File: src/rtl/inv_sub_bytes_seq_pkg.sv
// Shared constants and GF(2^8) helpers for the word-serial AES inverse SubBytes block.
package inv_sub_bytes_seq_pkg;

    localparam int BYTE_W    = 8;
    localparam int WORD_W    = 32;
    localparam int STATE_W   = 128;
    localparam int NUM_WORDS = 4;

    localparam logic [1:0] LAST_WORD = 2'(NUM_WORDS - 1);

    localparam logic [1:0] ST_IDLE = 2'd0;
    localparam logic [1:0] ST_RUN  = 2'd1;
    localparam logic [1:0] ST_DONE = 2'd2;

    typedef logic [BYTE_W-1:0] byte_t;

    // Multiply in GF(2^8) modulo the AES polynomial x^8 + x^4 + x^3 + x + 1.
    function automatic byte_t gf_mul(input byte_t a, input byte_t b);
        byte_t acc;
        byte_t sh;
        acc = '0;
        sh  = a;
        for (int i = 0; i < BYTE_W; i++) begin
            if (b[i]) acc ^= sh;
            sh = {sh[6:0], 1'b0} ^ (sh[7] ? 8'h1B : 8'h00);
        end
        return acc;
    endfunction

endpackage

File: src/rtl/inv_sub_bytes_seq_sbox.sv
// Combinational AES inverse S-box: undo the affine transform, then invert in GF(2^8).
module inverse_substitution_box
    import inv_sub_bytes_seq_pkg::*;
(
    input  logic [BYTE_W-1:0] A,
    output logic [BYTE_W-1:0] C
);

    byte_t t;
    byte_t x2, x3, x6, x7, x14, x15, x30, x31, x62, x63, x126, x127;

    always_comb begin
        t    = {A[6:0], A[7]} ^ {A[4:0], A[7:5]} ^ {A[1:0], A[7:2]} ^ 8'h05;
        // Inverse as t^254 via an addition chain; maps 0 to 0 as required.
        x2   = gf_mul(t, t);
        x3   = gf_mul(x2, t);
        x6   = gf_mul(x3, x3);
        x7   = gf_mul(x6, t);
        x14  = gf_mul(x7, x7);
        x15  = gf_mul(x14, t);
        x30  = gf_mul(x15, x15);
        x31  = gf_mul(x30, t);
        x62  = gf_mul(x31, x31);
        x63  = gf_mul(x62, t);
        x126 = gf_mul(x63, x63);
        x127 = gf_mul(x126, t);
        C    = gf_mul(x127, x127);
    end

endmodule

File: src/rtl/inv_sub_bytes_seq.sv
// Word-serial inverse SubBytes with folded round key: one 32-bit word per cycle, valid/ready on both sides.
module inv_sub_bytes_seq
    import inv_sub_bytes_seq_pkg::*;
(
    input  logic               clk,
    input  logic               rst_n,
    input  logic               in_valid,
    output logic               in_ready,
    input  logic [STATE_W-1:0] IN_DATA,
    input  logic [STATE_W-1:0] IN_KEY,
    output logic               out_valid,
    input  logic               out_ready,
    output logic [STATE_W-1:0] ISB_DATA,
    output logic               busy
);

    logic [1:0]         state_q, state_d;
    logic [1:0]         cnt_q, cnt_d;
    logic [STATE_W-1:0] hold_q, hold_d;
    logic [WORD_W-1:0]  kf_q, kf_d;
    logic [STATE_W-1:0] res_q, res_d;
    logic [WORD_W-1:0]  key_fold;
    logic [WORD_W-1:0]  word_in;
    logic [WORD_W-1:0]  sub_word;
    logic [WORD_W-1:0]  word_out;

    assign key_fold = IN_KEY[127:96] ^ IN_KEY[95:64] ^ IN_KEY[63:32] ^ IN_KEY[31:0];

    // Word 0 sits in the top bits, so the bit offset is (3 - cnt) * 32.
    assign word_in  = hold_q[{~cnt_q, 5'b0} +: WORD_W];
    assign word_out = sub_word ^ kf_q;

    for (genvar g = 0; g < NUM_WORDS; g++) begin : g_sbox
        inverse_substitution_box u_isb (
            .A (word_in [WORD_W-1-BYTE_W*g -: BYTE_W]),
            .C (sub_word[WORD_W-1-BYTE_W*g -: BYTE_W])
        );
    end

    always_comb begin
        state_d = state_q;
        cnt_d   = cnt_q;
        hold_d  = hold_q;
        kf_d    = kf_q;
        res_d   = res_q;
        case (state_q)
            ST_IDLE: begin
                if (in_valid) begin
                    hold_d  = IN_DATA;
                    kf_d    = key_fold;
                    cnt_d   = '0;
                    state_d = ST_RUN;
                end
            end
            ST_RUN: begin
                res_d[{~cnt_q, 5'b0} +: WORD_W] = word_out;
                cnt_d = cnt_q + 2'd1;
                if (cnt_q == LAST_WORD) state_d = ST_DONE;
            end
            ST_DONE: begin
                if (out_ready) state_d = ST_IDLE;
            end
            default: state_d = ST_IDLE;
        endcase
    end

    always_ff @(posedge clk or negedge rst_n) begin
        if (!rst_n) begin
            state_q <= ST_IDLE;
            cnt_q   <= '0;
            hold_q  <= '0;
            kf_q    <= '0;
            res_q   <= '0;
        end else begin
            state_q <= state_d;
            cnt_q   <= cnt_d;
            hold_q  <= hold_d;
            kf_q    <= kf_d;
            res_q   <= res_d;
        end
    end

    assign in_ready  = (state_q == ST_IDLE);
    assign busy      = (state_q == ST_RUN);
    assign out_valid = (state_q == ST_DONE);
    assign ISB_DATA  = res_q;

endmodule

File: config.mk
export PLATFORM = sky130hd
export DESIGN_NAME = inv_sub_bytes_seq
export DESIGN_NICKNAME = d
export VERILOG_FILES = /design/src/rtl/inv_sub_bytes_seq_pkg.sv /design/src/rtl/inv_sub_bytes_seq_sbox.sv /design/src/rtl/inv_sub_bytes_seq.sv
export SDC_FILE = /design/constraint.sdc
export NUM_CORES = 2
export LEC_CHECK = 0
export ABC_CLOCK_PERIOD_IN_PS = 20500
export BUFFER_PORTS_ARGS = -buffer_cell sky130_fd_sc_hd__buf_2
export CAP_MARGIN = 10
export CORE_MARGIN = 1.5
export CORE_UTILIZATION = 50
export CTS_BUF_LIST = sky130_fd_sc_hd__clkbuf_4
export CTS_CLUSTER_DIAMETER = 200
export DETAILED_ROUTE_END_ITERATION = 8
export GPL_TIMING_DRIVEN = 0
export PLACE_DENSITY = 0.81
export SKIP_LAST_GASP = 1
export SYNTH_ARGS = -nofsm -noshare
export SYNTH_HDL_FRONTEND = slang
export SYNTH_HIERARCHICAL = 1
export SYNTH_SLANG_ARGS = --single-unit
File: constraint.sdc
create_clock -name clk -period 20.5 [get_ports clk]
set_clock_uncertainty 0.15 [all_clocks]
set_input_delay 1.025 -clock clk [delete_from_list [all_inputs] [get_ports clk]]
set_output_delay 1.025 -clock clk [all_outputs]
set_load 0.01 [all_outputs]
# After elaboration in Yosys (flattened, before gate mapping)
# Cells that the tools add are included.
[word_totals]
wordCells = 1553
output_inout_bits = 131
inputBits = 260
reg_bits = 292
[op_classes]
n_shift = 3
n_eq_ne = 6
reduce_logical = 5
muxes = 787
addsub = 2
bitwise_logic = 745
[ops]
columns = ["cell", "count"]
rows = [
  ["$xor 8x8->8", 736],
  ["$mux 8", 416],
  ["$mux 5", 364],
  ["$bwmux 128", 1],
  ["$shift 32x9->128 const A", 1],
  ["$shiftx 128x8->32", 1],
  ["$shiftx 32x9->128", 1],
  ["$xor 32x32->32", 4],
  ["$not 2->2", 5],
  ["$neg 7->9", 1],
  ["$mux 2", 4],
  ["$pmux 2 s3", 1],
  ["$eq 2x2->1 const B", 2],
  ["$ne 2x1->1 const B", 2],
  ["$pmux 2 s2", 1],
  ["$reduce_and 2->1", 2],
  ["$reduce_and 3->1", 1],
  ["$add 2x1->2 const B", 1],
  ["$eq 2x1->1 const B", 1],
  ["$logic_not 2->1", 1],
  ["$ne 2x2->1 const B", 1],
  ["$reduce_bool 2->1", 1],
]

# Depth between registers and ports, before layout
[logic_depth]
depth_word = 215
depth_mapped = 96
ltp_nobuf = 82

# By module
# Netlist, hierarchy kept.
[modules_own_cells]
columns = ["mod", "area_per_inst_um2", "n_inst", "cells_each"]
rows = [
  ["inverse_substitution_box", 15503.6, 4, 1945],
  ["inv_sub_bytes_seq", 13320.3, 1, 998],
]

# Worst setup path after synthesis
# OpenSTA, ideal clock, no wires.
[synth_path]
path_type = "flip-flop to flip-flop"
start = "register cnt_q[0]"
end = "register res_q[12], in the netlist ISB_DATA[12]"
slack_ns = -1.855
synth_period_minus_slack_ns = 22.355
required_time_ns = 20.215
arrival_time_ns = 22.070
setup_ns = 0.135
stages_incl_launch_ff = 88
cell_sequence = "dfrtp_1 -> buf_2 -> buf_2 -> mux4_2 -> buf_4 -> buf_4 -> xnor3_1 -> xnor2_1 -> a221oi_1 -> inv_1 -> a21oi_1 -> or3_1 -> xor2_1 -> xnor2_1 -> xnor2_1 -> xor2_1 -> inv_1 -> clkbuf_1 -> [52 not listed] -> inv_1 -> xnor3_1 -> nor2b_1 -> xnor2_2 -> xor2_1 -> or3_1 -> and2_1 -> nor2_1 -> xor3_1 -> xor3_1 -> inv_1 -> ha_1 -> xor2_1 -> nor2_1 -> xor2_1 -> xnor3_1 -> xnor2_1 -> o21ai_0"
[synth_lines]
columns = ["element", "line_no", "rtl"]
rows = [
  ["from (decl)", "inv_sub_bytes_seq.sv:18", "logic [1:0] cnt_q, cnt_d;"],
  ["from (signal assigned)", "inv_sub_bytes_seq.sv:76", "cnt_q <= cnt_d;"],
  ["$not 2->2 (*)", "inv_sub_bytes_seq.sv:30", "assign word_in = hold_q[{~cnt_q, 5'b0} +: WORD_W];"],
  ["$shiftx 128x8->32 (*)", "inv_sub_bytes_seq.sv:30", ""],
  ["net word_in[14]", "inv_sub_bytes_seq.sv:23", "logic [WORD_W-1:0] word_in;"],
  ["$xor 8x8->8", "inv_sub_bytes_seq_sbox.sv:13", "t = {A[6:0], A[7]} ^ {A[4:0], A[7:5]} ^ {A[1:0], A[7:2]} ^ 8'h05;"],
  ["$xor 8x8->8 (*)", "inv_sub_bytes_seq_sbox.sv:13", ""],
  ["$mux 5 / $mux 8 (equally long branches)", "inv_sub_bytes_seq_pkg.sv:25, inv_sub_bytes_seq_pkg.sv:24", ""],
  ["$xor 8x8->8 (on tied branches)", "inv_sub_bytes_seq_pkg.sv:25, inv_sub_bytes_seq_pkg.sv:24", ""],
  ["$xor 8x8->8 / $mux 8 (equally long branches)", "inv_sub_bytes_seq_pkg.sv:24", "if (b[i]) acc ^= sh;"],
  ["[194 not listed]", "-", ""],
  ["$xor 8x8->8", "inv_sub_bytes_seq_pkg.sv:24", ""],
  ["$mux 8", "inv_sub_bytes_seq_pkg.sv:24", ""],
  ["$xor 8x8->8", "inv_sub_bytes_seq_pkg.sv:24", ""],
  ["$mux 8 (*)", "inv_sub_bytes_seq_pkg.sv:24", ""],
  ["net sub_word[12]", "inv_sub_bytes_seq.sv:24", "logic [WORD_W-1:0] sub_word;"],
  ["$xor 32x32->32 (*)", "inv_sub_bytes_seq.sv:31", "assign word_out = sub_word ^ kf_q;"],
  ["$shiftx 32x9->128 (*)", "inv_sub_bytes_seq.sv:56", "res_d[{~cnt_q, 5'b0} +: WORD_W] = word_out;"],
  ["$bwmux 128 (*)", "inv_sub_bytes_seq.sv:56", ""],
  ["to (signal assigned)", "inv_sub_bytes_seq.sv:79", "res_q <= res_d;"],
  ["to (decl)", "inv_sub_bytes_seq.sv:21", "logic [STATE_W-1:0] res_q, res_d;"],
]
# Mark *: on every way through the listed nets, which the timed path passes. The rest lies on a longest branch.
# A chain may end at the register's enable or synchronous reset.

# Final worst setup path
[layout_path]
start = "register cnt_q[0]"
end = "register res_q[120], in the netlist ISB_DATA[120]"
[layout_lines]
columns = ["element", "line_no", "rtl"]
rows = [
  ["$not 2->2 (*)", "inv_sub_bytes_seq.sv:30", ""],
  ["$shiftx 128x8->32 (*)", "inv_sub_bytes_seq.sv:30", ""],
  ["net word_in[25]", "inv_sub_bytes_seq.sv:23", ""],
  ["$xor 8x8->8 (*)", "inv_sub_bytes_seq_sbox.sv:13", ""],
  ["$mux 5 (tied with other cells)", "inv_sub_bytes_seq_pkg.sv:25", "sh = {sh[6:0], 1'b0} ^ (sh[7] ? 8'h1B : 8'h00);"],
  ["$xor 8x8->8 (tied with other cells)", "inv_sub_bytes_seq_pkg.sv:25", ""],
  ["$xor 8x8->8 (tied with other cells)", "inv_sub_bytes_seq_pkg.sv:24", ""],
  ["$mux 8 / $xor 8x8->8 (equally long branches)", "inv_sub_bytes_seq_pkg.sv:24", ""],
  ["[193 not listed]", "-", ""],
  ["$xor 8x8->8", "inv_sub_bytes_seq_pkg.sv:24", ""],
  ["$mux 8", "inv_sub_bytes_seq_pkg.sv:24", ""],
  ["$xor 8x8->8", "inv_sub_bytes_seq_pkg.sv:24", ""],
  ["$mux 8 (*)", "inv_sub_bytes_seq_pkg.sv:24", ""],
  ["net sub_word[24]", "inv_sub_bytes_seq.sv:24", ""],
  ["$xor 32x32->32 (*)", "inv_sub_bytes_seq.sv:31", ""],
  ["$shiftx 32x9->128 (*)", "inv_sub_bytes_seq.sv:56", ""],
  ["$bwmux 128 (*)", "inv_sub_bytes_seq.sv:56", ""],
]
# Marked as above.

==> impl_results.md <==
- FF+latch count, synth: 292
- Final setup fails: 120
- Maximum clock rate: 45.95 MHz
- Max FO, Critical Path: 10
- Most frequent cells after synthesis: xnor2_1, nor2_1, nand2_1, xnor3_1, xor2_1
- Residual DRC count: 2
- Post-synthesis sequential area ratio: 9.699%
- Overall Global Routing Usage: 37.37%
- Vias in the first global route: 76025
- Max incr delay on CP: 0.57 ns
- Final ANT Viol Nets: 0
- Least-Margin Pin Slew: 1.374 ns
- Top cell family by delay on the critical path: XOR/XNOR gates
- Syn nets: 9067
- HPWL after DPL: 204.4 mm
- Yosys top cell by area: xnor2_1
- CP Capture Type: flip-flop
- First-pass GRT wire length: 447.5 mm
- Layout cells sized above 1: 34.07%
- CTS tree: yes
- Syn avg cell area: 8.582 sq um
- H-tree depth: 3
- Period utilization: 106.2%
- Chip width: 391.2 microns
- Setup Crit Path Kind: reg2reg
- Max_cap viols: 0
- Critical path buffer and inverter count: 24
- Final Routed Wirelength: 309.8 mm
- Clk_lat worst skew: 1.20 ns
- Reg area: 0.007308 sq mm
- Fillers: 10760
- # nets final: 10600
- Vias/cell: 6.395
- # rows: 142
- Worst Path Required: 21.23 ns
- Netlist cell types: 98
- Tmin final: 21.76 ns
- Multi-input gate area: 0.07346 sq mm
- Post-synth EDFFs: 0
- Initial Util: 50.30%
- Total die area: 0.1530 sq mm
- Area after DPL: 0.08135 sq mm
- Largest net degree at the start of global routing: 117
- Num ports: 391
- Initial antenna violation count: 19
- Top cells by area, synth: xnor2_1, xnor3_1, dfrtp_1
- Syn. warnings: 6
- Status: finished with violations
- Syn Inst Count: 8778
- Crit-path most repeated cell: xnor2_2
- Asr flop ratio synth: 100.0%
- CTS Root Cell: clkbuf_4
- Unrepaired setup endpoints after global routing: yes
- CTS buffer count: 88
- Area of the core: 0.1498 sq mm
- Vias: 79318
- Post-synth top flop: dfrtp_1
- DR WL/cell: 24.98 microns
- GP Congestion: 1.009
- GRT Residual Overflow: 0
- Top-area cell type share of the netlist area: 17.62%
- CTS clk-pin slew, worst paths: 0.08 ns
- Post-Syn Area: 0.07533 sq mm
- Clock Sinks: 292
- Initial DRC Count: 10543
- Port Buffers: 390
- Min-delay worst type: in2reg
- Crit start category: flip-flop
- Count leader, synth: xnor2_1
- Worst hold slack: 0.07265 ns
- Max-slew violation count: 0
- Finished Cell Area: 0.1006 sq mm
- Slew HR: 8.389%
- CP arrival: 22.49 ns
- Area grow syn2layout: 33.52%
- Failing checks: DRC, setup timing
- Final hold violations: 0
- Max clock buf depth: 3
- Final worst setup slack: -1.264 ns
- Drt pass-1 iters: 9
- Die H: 391.2 microns
- Slowest-stage cell, CP: a222oi_1
## cell usage in the layout (no fill, tap or decap), types with 191 or more instances in the layout
cell      instances
nand2_1         742
xnor3_1         330
xnor2_1        1144
xor2_1          359
o21ai_0         259
a21oi_1         319
xnor2_2         303
xnor2_4         217
buf_4           962
nor2_1         1032
nand3_1         191
dfrtp_1         291
buf_2           471
clkbuf_1        215
## area by class of cell
cell class | instances | area share (%)
Antenna cell | 16 | 0.03980
Buffer | 675 | 4.610
Clock buffer | 117 | 0.8732
Clock inverter | 34 | 0.3209
Inverter | 100 | 0.4005
Multi-Input combinational cell | 7695 | 73.03
Sequential cell | 292 | 7.266
Tap cell | 2016 | 2.508
Timing Repair Buffer | 1459 | 10.95
## logic make-up (layout without fill, tap and decap cells)
| kind of cell | Yosys count | after routing | share of synthesized area, % |
|---|---|---|---|
| AND/OR/NAND/NOR | 2802 | 2802 | 16.74 |
| other | 0 | 16 | 0 |
| multiplexers | 348 | 348 | 5.936 |
| XOR/XNOR | 2792 | 2792 | 46.20 |
| AO/OA/AOI/OAI | 1708 | 1708 | 15.72 |
| buffers and inverters | 791 | 2385 | 5.021 |
| adder cells (fa/ha/maj) | 45 | 45 | 0.6942 |
| flip-flops | 292 | 292 | 9.699 |
## state kept, by name, indices dropped and copies added (netlist names)
signal / count
ISB_DATA: 128
kf_q: 32
hold_q: 128
state_q: 2
cnt_q: 2
## stage by stage
stage	instances	utilization, %	TNS [ns]	worst slack, ns
final	12404	67.16	-68.18	-1.264
after global routing	12396	67.15	-147.66	-1.759
after CTS	12109	63.79	-0.4546	-0.1191
after detailed placement	11190	54.32	-559.38	-5.228
after global placement	11184	54.21	-505.58	-4.802
after floorplan	8778	-	0	0.006228
## what timing repair did
| item | in CTS | in global routing |
|---|---|---|
| hold endpoints to repair | 231 | 0 |
| setup buffers | 657 | 284 |
| hold buffers | 117 | 0 |
| pin swaps | 491 | 359 |
| gates cloned | 4 | 1 |
| setup endpoints to repair | 128 | 128 |
| gates resized for setup | 1228 | 588 |
## worst paths after layout
check	end	startpoint	slack, ns	cells after the start
worst max-delay path	ISB_DATA[120]	cnt_q[0]	-1.26	94
worst min-delay path	hold_q[62]	IN_DATA[62]	0.07	2
worst max register to register	ISB_DATA[120]	cnt_q[0]	-1.26	94
worst min register to register	ISB_DATA[33]	ISB_DATA[33]	0.33	2
max in group asynchronous	ISB_DATA[117]	rst_n	18.14	4
min in group asynchronous	hold_q[29]	rst_n	0.35	2
## worst reg2reg max path, delay by kind of cell, from the launching register on
family	cells	cell delay (ns)
AND/OR/NAND/NOR	15	2.56
AO/OA/AOI/OAI	9	2.09
buffers and inverters	24	3.51
adder cells (fa/ha/maj)	4	1.16
XOR/XNOR	41	11.17
flip-flops	1	0.43
multiplexers	1	0.56
## layer usage
layer	up-vias	wire [microns]	global-route usage, %
met1	37837	109400	45.54
met4	6	22590	20.88
li1	33822	-	-
met5	-	33	0
met3	1577	42160	12.35
met2	6076	135600	57.97
Power is left out: the tool's default activity adds up to more than one toggle a clock period on the data nets, which glitch-free logic cannot reach.
